**src/rtl/lsu_mem_ctrl.sv**
```systemverilog
// Initiator side of the LSU data-SRAM handshake: takes one EXU instruction at a time,
// runs the AR/R or AW/W/B sequence for loads and stores, then presents the result to WBU.
module lsu_mem_ctrl #(
    parameter int DATA_W  = 32,
    parameter int RESP_W  = 32,
    parameter int TIMEOUT = 64
) (
    input  logic              clk,
    input  logic              rst,
    input  logic              valid_pre_i,
    output logic              ready_pre_o,
    input  logic              is_load_i,
    input  logic              is_store_i,
    output logic              arvalid_o,
    input  logic              arready_i,
    input  logic [DATA_W-1:0] rdata_i,
    input  logic [RESP_W-1:0] rresp_i,
    input  logic              rvalid_i,
    output logic              rready_o,
    output logic              awvalid_o,
    input  logic              awready_i,
    output logic              wvalid_o,
    input  logic              wready_i,
    input  logic [RESP_W-1:0] bresp_i,
    input  logic              bvalid_i,
    output logic              bready_o,
    output logic [DATA_W-1:0] rdata_o,
    output logic              err_o,
    output logic              valid_post_o,
    input  logic              ready_post_i
);

    typedef enum logic [2:0] {
        S_IDLE,
        S_AR,
        S_R,
        S_AW_W,
        S_B,
        S_DONE
    } state_t;

    localparam logic [31:0] CNT_LAST = 32'(TIMEOUT > 0 ? TIMEOUT - 1 : 0);

    state_t      state_q;
    state_t      state_d;
    logic        aw_done_q;
    logic        w_done_q;
    logic [31:0] cnt_q;
    logic        timeout_hit;
    logic        chan_active;

    assign timeout_hit = (TIMEOUT != 0) && (cnt_q == CNT_LAST);
    assign chan_active = (state_q == S_AR) || (state_q == S_R) ||
                         (state_q == S_AW_W) || (state_q == S_B);

    always_ff @(posedge clk or posedge rst) begin
        if (rst) begin
            state_q <= S_IDLE;
        end else begin
            state_q <= state_d;
        end
    end

    // A real handshake in the last allowed cycle still wins over the timeout abort.
    always_comb begin
        state_d = state_q;
        case (state_q)
            S_IDLE: begin
                if (valid_pre_i) begin
                    if (is_load_i) begin
                        state_d = S_AR;
                    end else if (is_store_i) begin
                        state_d = S_AW_W;
                    end else begin
                        state_d = S_DONE;
                    end
                end
            end
            S_AR: begin
                if (arready_i) begin
                    state_d = S_R;
                end else if (timeout_hit) begin
                    state_d = S_DONE;
                end
            end
            S_R: begin
                if (rvalid_i || timeout_hit) begin
                    state_d = S_DONE;
                end
            end
            S_AW_W: begin
                if ((aw_done_q || awready_i) && (w_done_q || wready_i)) begin
                    state_d = S_B;
                end else if (timeout_hit) begin
                    state_d = S_DONE;
                end
            end
            S_B: begin
                if (bvalid_i || timeout_hit) begin
                    state_d = S_DONE;
                end
            end
            S_DONE: begin
                if (ready_post_i) begin
                    state_d = S_IDLE;
                end
            end
            default: state_d = S_IDLE;
        endcase
    end

    always_comb begin
        ready_pre_o  = 1'b0;
        arvalid_o    = 1'b0;
        rready_o     = 1'b0;
        awvalid_o    = 1'b0;
        wvalid_o     = 1'b0;
        bready_o     = 1'b0;
        valid_post_o = 1'b0;
        case (state_q)
            S_IDLE: ready_pre_o = 1'b1;
            S_AR:   arvalid_o = 1'b1;
            S_R:    rready_o = 1'b1;
            S_AW_W: begin
                awvalid_o = !aw_done_q;
                wvalid_o  = !w_done_q;
            end
            S_B:    bready_o = 1'b1;
            S_DONE: valid_post_o = 1'b1;
            default: ;
        endcase
    end

    // Per-channel done flags only live while we stay in AW_W, so they are fresh on every entry.
    always_ff @(posedge clk or posedge rst) begin
        if (rst) begin
            aw_done_q <= 1'b0;
            w_done_q  <= 1'b0;
        end else begin
            aw_done_q <= (state_q == S_AW_W) && (state_d == S_AW_W) && (aw_done_q || awready_i);
            w_done_q  <= (state_q == S_AW_W) && (state_d == S_AW_W) && (w_done_q || wready_i);
        end
    end

    always_ff @(posedge clk or posedge rst) begin
        if (rst) begin
            cnt_q <= '0;
        end else if (state_d != state_q) begin
            cnt_q <= '0;
        end else if (chan_active && (cnt_q != '1)) begin
            cnt_q <= cnt_q + 32'd1;
        end
    end

    // rdata_o only moves on a load data beat; err_o is cleared on accept and set by response or abort.
    always_ff @(posedge clk or posedge rst) begin
        if (rst) begin
            rdata_o <= '0;
            err_o   <= 1'b0;
        end else begin
            case (state_q)
                S_IDLE: begin
                    if (valid_pre_i) begin
                        err_o <= 1'b0;
                    end
                end
                S_AR: begin
                    if (!arready_i && timeout_hit) begin
                        err_o <= 1'b1;
                    end
                end
                S_R: begin
                    if (rvalid_i) begin
                        rdata_o <= rdata_i;
                        err_o   <= (rresp_i != '0);
                    end else if (timeout_hit) begin
                        err_o <= 1'b1;
                    end
                end
                S_AW_W: begin
                    if (state_d == S_DONE) begin
                        err_o <= 1'b1;
                    end
                end
                S_B: begin
                    if (bvalid_i) begin
                        err_o <= (bresp_i != '0);
                    end else if (timeout_hit) begin
                        err_o <= 1'b1;
                    end
                end
                default: ;
            endcase
        end
    end

endmodule

```
**config.mk**
```make
export PLATFORM = sky130hd
export DESIGN_NAME = lsu_mem_ctrl
export DESIGN_NICKNAME = d
export VERILOG_FILES = /design/src/rtl/lsu_mem_ctrl.sv
export SDC_FILE = /design/constraint.sdc
export NUM_CORES = 1
export LEC_CHECK = 0
export CAP_MARGIN = 20
export CORE_MARGIN = 2
export CORE_UTILIZATION = 45
export DETAILED_ROUTE_END_ITERATION = 10
export PLACE_DENSITY = 0.85
export SYNTH_ARGS = -nofsm -noshare
export SYNTH_HDL_FRONTEND = slang
export SYNTH_SLANG_ARGS = --single-unit
```
**constraint.sdc**
```tcl
create_clock -name clk -period 3.05 [get_ports clk]
set_input_delay 0.305 -clock clk [delete_from_list [all_inputs] [get_ports clk]]
set_output_delay 0.305 -clock clk [all_outputs]
set_load 0.02 [all_outputs]
```
==> results of run 1 <==
==> routing by layer <==
| metal | vias up | track usage [%] | routed length [um] |
|---|---|---|---|
| met1 | 1693 | 27.1 | 4220 |
| li1 | 1673 | - | - |
| met4 | 0 | 8.78 | 289 |
| met2 | 157 | 38.3 | 5260 |
| met5 | - | 0 | 0 |
| met3 | 28 | 4.70 | 679 |
==> per-stage QoR <==
step | hold slack, ps | setup WS [ps]
global route | 201 | 294
floorplan | 452 | 790
CTS | 193 | 495
finish | 188 | 458
global placement | 490 | 557
detailed placement | 495 | 467
==> flip-flops by register name, summed over array words and instances, names as in the netlist <==
signal and cells:
cnt_q 32, err_o 1, w_done_q 1, aw_done_q 1, rdata_o 32, state_q 3
==> path summary, 6_finish.rpt <==
path / endpoint / start / slack (ps) / cells after the start
worst max register to register: cnt_q[19]$_DFFE_PP0P_ / state_q[0]$_DFF_PP0_ / 460 / 7
min in group clk: rdata_o[14]$_DFFE_PP0P_ / rdata_o[14]$_DFFE_PP0P_ / 510 / 1
max in group asynchronous: cnt_q[10]$_DFFE_PP0P_ / rst / 2140 / 3
worst max-delay path: cnt_q[19]$_DFFE_PP0P_ / state_q[0]$_DFF_PP0_ / 460 / 7
worst min-delay path: rdata_o[0]$_DFFE_PP0P_ / rst / 190 / 2
worst min register to register: rdata_o[14]$_DFFE_PP0P_ / rdata_o[14]$_DFFE_PP0P_ / 510 / 1
==> where the power goes <==
group          switching (mW)  internal [mW]  total [mW]
registers               0.201           1.18        1.38
clock network           0.382          0.303       0.685
logic                    1.16           1.04        2.20
==> layout make-up <==
type	count	area, sq um
fillers	618	2650
multi-input cells	278	2040
flip-flops and latches	70	1750
repair buffers	153	1530
well taps	105	131
clock buffers	9	124
clock inverters	7	53.8
inverters	7	26.3
==> worst register-to-register path, delay by kind of cell (launching register included) <==
| kind | cells | cell delay, ps |
|---|---|---|
| buffers and inverters | 1 | 310 |
| AND/OR/NAND/NOR | 4 | 1190 |
| flip-flops | 1 | 600 |
| AO/OA/AOI/OAI | 2 | 370 |
==> cell usage in the layout (no fill, tap or decap), drive strengths merged, types with 5 or more instances in the layout <==
| cell | instances |
|---|---|
| buf | 7 |
| and4 | 5 |
| a21oi | 7 |
| clkdlybuf4s50 | 146 |
| nor3b | 5 |
| or3 | 5 |
| nand2 | 20 |
| nor3 | 42 |
| nor2 | 27 |
| mux2 | 32 |
| xor2 | 12 |
| nand4 | 19 |
| nor4 | 22 |
| dfrtp | 70 |
| nand3 | 12 |
| inv | 10 |
| o21ai | 8 |
| clkbuf | 9 |
| xnor2 | 16 |
==> cells by family (layout without fill, tap and decap cells) <==
logic type	after synthesis	count (layout)
AOI/OAI and AO/OA	33	33
muxes	33	33
DFF	70	70
adders and majority gates	1	1
buffers and inverters	26	176
xor gates and xnor gates	28	28
and+or+nand+nor	183	183
==> metrics.yaml, run 1 <==
synthesis:
  synthFlopType: "dfrtp_1"
  synth-async-reset-ratio_pct: 100
  ys_top_cells_by_count: "70 x dfrtp_1, 32 x mux2_2, 27 x nor3_2"
  avgSynthCellArea_sq_um: 10.4
  synth_edf_count: 0
  synth_xor_area_share_pct: 6.30
  synthCells: 374
  synthMuxAreaShare_pct: 9.52
  yosys.area_share.simple_pct: 29.9
  synth_top_area_share_pct: 45.0
  synth_area_leaders: "dfrtp_1 45%, mux2_2 9.3%, nor3_2 6.9%, xnor2_1 3.6%, nor4_1 3.4%"
  synth-warning-count: 0
  yosysSeqAreaShare_pct: 45.0
  synth-seq-cells: 70
  yosys.cell_count.top_type: "dfrtp_1"
  synthAdderAreaFrac_pct: 0.322
  synth-compound-area-share_pct: 5.76
  syn_area_sq_um: 3890
  synth_cell_type_count: 52
  synth_top_family_by_area: "simple AND/OR/NAND/NOR gates"
  yosys.area.top_type: "dfrtp_1"
  synth_nets: 482
sta:
  tns_ps: 0
  finalHoldViolations: 0
  relSlewSlack_pct: 37.3
  fin_crit_ps: 2590
  fmax_mhz: 386
  rsz0062_at_grt: "no"
  skew_ps: 16.9
  period_share_pct: 85.0
  setup_viol: 0
  report.final.slew_viol_count: 0
  tightest_slew_ps: 936
critical_path:
  path_buf_inv: 1
  critPathSlowestCell: "dfrtp_1"
  critPathMaxFanout: 19
  crit_arrival_ps: 2810
  path_delay_family: "simple AND/OR/NAND/NOR gates"
  start_kind: "flop"
  crit_chain: "or3_4 > nor4b_1 > or3_1 > o21ai_0 > a31oi_4 > buf_4 > nor3_1"
  end_kind: "flop"
  slowest_delay_ps: 600
  critical_path_class: "flop to flop"
  worstPathRequired_ps: 3270
final_layout:
  synthToLayoutAreaGrowth_pct: 45.3
  layout-drive-gt1-share_pct: 17.0
  final_cells: 629
  final_util_pct: 68.1
  fin_area_sq_um: 5650
  finalNetCount: 627
  antennaDiodeCount: 0
clocking:
  clk_pin_slew_ps: 90
  cts_buffers: 9
  cts-root-buf: "clkbuf_8"
  post_cts.repair.setup_buffers: 0
  cts_tree: "yes"
  h-tree-depth: 3
  cts-hold-fix-buffers: 0
  clock-sinks: 70
  insertion_delay_ps: 350
  clock_path_buffers: 2
  cts_resized: 0
placement:
  hpwl_um: 7880
  gp_congestion: 0.891
  io_buffers: 146
  placed_cell_area_sq_um: 5480
  place_inst: 613
floorplanning:
  fp.dieH_um: 97.0
  start_util_pct: 46.9
  ios: 147
  fp.coreArea_sq_um: 8300
  rows: 33
  dieArea_sq_um: 9410
  fp.dieW_um: 97.0
power:
  power.total_mw: 4.27
  p_leak_nw: 2.17
  power_density_nw_per_um2: 755
  peakVddDrop_uv: 601
detailed_routing:
  firstDrtPassIters: 5
  drt-initial-drc-count: 229
  vias_per_cell: 5.65
  post_drt_wl_per_cell_um: 16.6
  drc: 0
  drt_wl_total_um: 10500
  vias: 3551
  ant_nets: 0
worst_hold_path:
  hp-class: "input pin to asynchronous set/reset pin"
job:
  maxCapViolCount: 0
global_route:
  grt_usage_pct: 22.2
  grt_pass1_vias: 3563
  antenna_found_initial: 0
  grt_max_degree: 34
  gr-total-overflow: 0
  grt_pass1_wl_um: 17100
run_status:
  status: "finished, final reports clean"
No activity file was read; power rests on OpenSTA's default activity.
==> inputs of run 2 (changes only) <==
Clock period 3.05 ns to 2.65 ns, I/O delays scaled along.
==> run 2 against run 1 <==
  * Wire length increased by 2.7%
  * Hold slack improved by 130 ps
  * Non-clock buffer count increased by 7
  * Fmax increased by 7.9%
  * Clock power increased by 26%
  * First-iteration DRC count increased by 4.4%
  * Critical path depth unchanged
  * Register-to-register slack got worse by 210 ps
  * Global-route usage increased by 0.55 points
==> metrics.yaml, run 2 (same netlist as run 1, synthesis figures left out) <==
final_layout:
  layout-drive-gt1-share_pct: 17.9
  fillers: 601
  final_cell_mix: "146 x clkdlybuf4s50_1, 70 x dfrtp_1, 32 x mux2_2"
  final_cells: 635
  synthToLayoutAreaGrowth_pct: 47.8
  reg_top3: "cnt_q (32), rdata_o (32), state_q (3)"
  seqCellArea_sq_um: 1750
  finalNetCount: 634
  antennaDiodeCount: 0
  final_common_cell: "clkdlybuf4s50_1"
  multi_input_area_sq_um: 2040
  final_util_pct: 69.3
critical_path:
  worstPathRequired_ps: 2860
  crit_chain: "nor4_1 > nand4_1 > nor2_1 > o31a_1 > a221o_1 > buf_4 > nor3_2"
  crit_arrival_ps: 2620
  end_kind: "flop"
  critPathMaxFanout: 17
  startpoint: "cnt_q[6]$_DFFE_PP0P_"
  critPathSlowestCell: "dfrtp_1"
  slowest_delay_ps: 450
  critical_path_class: "flop to flop"
  reg2reg_from: "cnt_q[6]$_DFFE_PP0P_"
  start_kind: "flop"
job:
  maxCapViolCount: 0
floorplanning:
  ios: 147
  start_util_pct: 46.9
  fp.dieH_um: 97.0
  dieArea_sq_um: 9410
  fp.dieW_um: 97.0
  rows: 33
  fp.coreArea_sq_um: 8300
power:
  peakVddDrop_uv: 581
  power.total_mw: 5.07
  power_density_nw_per_um2: 882
  p_leak_nw: 2.22
clocking:
  clock_path_buffers: 2
  clock-sinks: 70
  h-tree-depth: 3
  post_cts.repair.setup_buffers: 0
  cts-hold-fix-buffers: 0
  cts_tree: "yes"
  cts_resized: 0
  cts-root-buf: "clkbuf_8"
  cts_buffers: 9
  clk_pin_slew_ps: 80
  insertion_delay_ps: 340
sta:
  period_share_pct: 90.7
  skew_ps: 11.9
  tightest_slew_ps: 435
  fmax_mhz: 416
  setup_viol: 0
  report.final.slew_viol_count: 0
  fin_crit_ps: 2400
  relSlewSlack_pct: 70.6
  finalHoldViolations: 0
  rsz0062_at_grt: "no"
  tns_ps: 0
run_status:
  status: "finished, final reports clean"
global_route:
  grt_usage_pct: 22.7
  antenna_found_initial: 0
  grt_pass1_wl_um: 17600
  gr-total-overflow: 0
  grt_max_degree: 71
  grt_pass1_vias: 3649
placement:
  io_buffers: 146
  gp_congestion: 0.908
  hpwl_um: 8080
  place_inst: 620
detailed_routing:
  firstDrtPassIters: 5
  vias_per_cell: 5.66
  drt-initial-drc-count: 239
  top_layer_used: "met4"
  drc: 0
  wl_met2_um: 5390
  post_drt_wl_per_cell_um: 16.9
  routedLengthMet1_um: 4300
  drt_wl_total_um: 10700
  vias: 3596
  ant_nets: 0
  met3_length_um: 722
worst_hold_path:
  hp-class: "input pin to asynchronous set/reset pin"
run 2: cell types whose count changed in the layout (fill, tap and decap cells not counted), sizes merged:
cell | before | now
buf | 7 | 14
clkbuf | 9 | 10
bufinv | 0 | 1
clkinvlp | 0 | 1
clkinv | 4 | 3
inv | 10 | 7
run 2: cell type report:
| cell class | instances | area share [%] |
|---|---|---|
| Clock inverter | 5 | 1.04 |
| Tap cell | 105 | 2.28 |
| Clock buffer | 10 | 2.39 |
| Inverter | 7 | 0.457 |
| Sequential cell | 70 | 30.5 |
| Multi-Input combinational cell | 278 | 35.5 |
| Timing Repair Buffer | 160 | 27.9 |
run 2: layer usage:
metal	track usage [%]	vias up
met5	0	-
met4	11.6	0
met3	4.05	26
met2	38.8	187
met1	27.5	1692
li1	-	1691
run 2: metrics by stage:
step | setup WS [ps] | area [sq um] | hold WS [ps]
finish | 247 | 5750 | 316
global route | 102 | 5750 | 355
CTS | 292 | 5750 | 337
detailed placement | 127 | 5550 | 495
global placement | 209 | 5550 | 489
floorplan | 390 | 3890 | 412
run 2: final timing paths:
kind                                           endpoint  depth (start not counted)  slack, ps
worst min-delay path            rdata_o[25]$_DFFE_PP0P_                          3        320
worst max register to register    cnt_q[12]$_DFFE_PP0P_                          7        250
min in group clk                rdata_o[15]$_DFFE_PP0P_                          1        510
worst max-delay path              cnt_q[12]$_DFFE_PP0P_                          7        250
worst min register to register  rdata_o[15]$_DFFE_PP0P_                          1        510
max in group asynchronous         cnt_q[20]$_DFFE_PP0P_                          3       2000
run 2: power breakdown:
part / internal (mW) / leakage (nW) / switching, mW
Clock: 0.457 / 0.0983 / 0.403
Combinational: 1.26 / 1.21 / 1.41
Sequential: 1.36 / 0.910 / 0.185
run 2: critical path: cells and delay by family, from the launching register on:
| family | cells | cell delay (ps) |
|---|---|---|
| AO/OA/AOI/OAI | 2 | 530 |
| flip-flops | 1 | 450 |
| buffers and inverters | 1 | 310 |
| AND/OR/NAND/NOR | 4 | 970 |
==> inputs of run 3 (changes only) <==
Settings changed: CTS_CLUSTER_DIAMETER set to 80.
==> results of run 3 <==
Same layout as run 2: the final DEF is identical, and so are final timing and power.
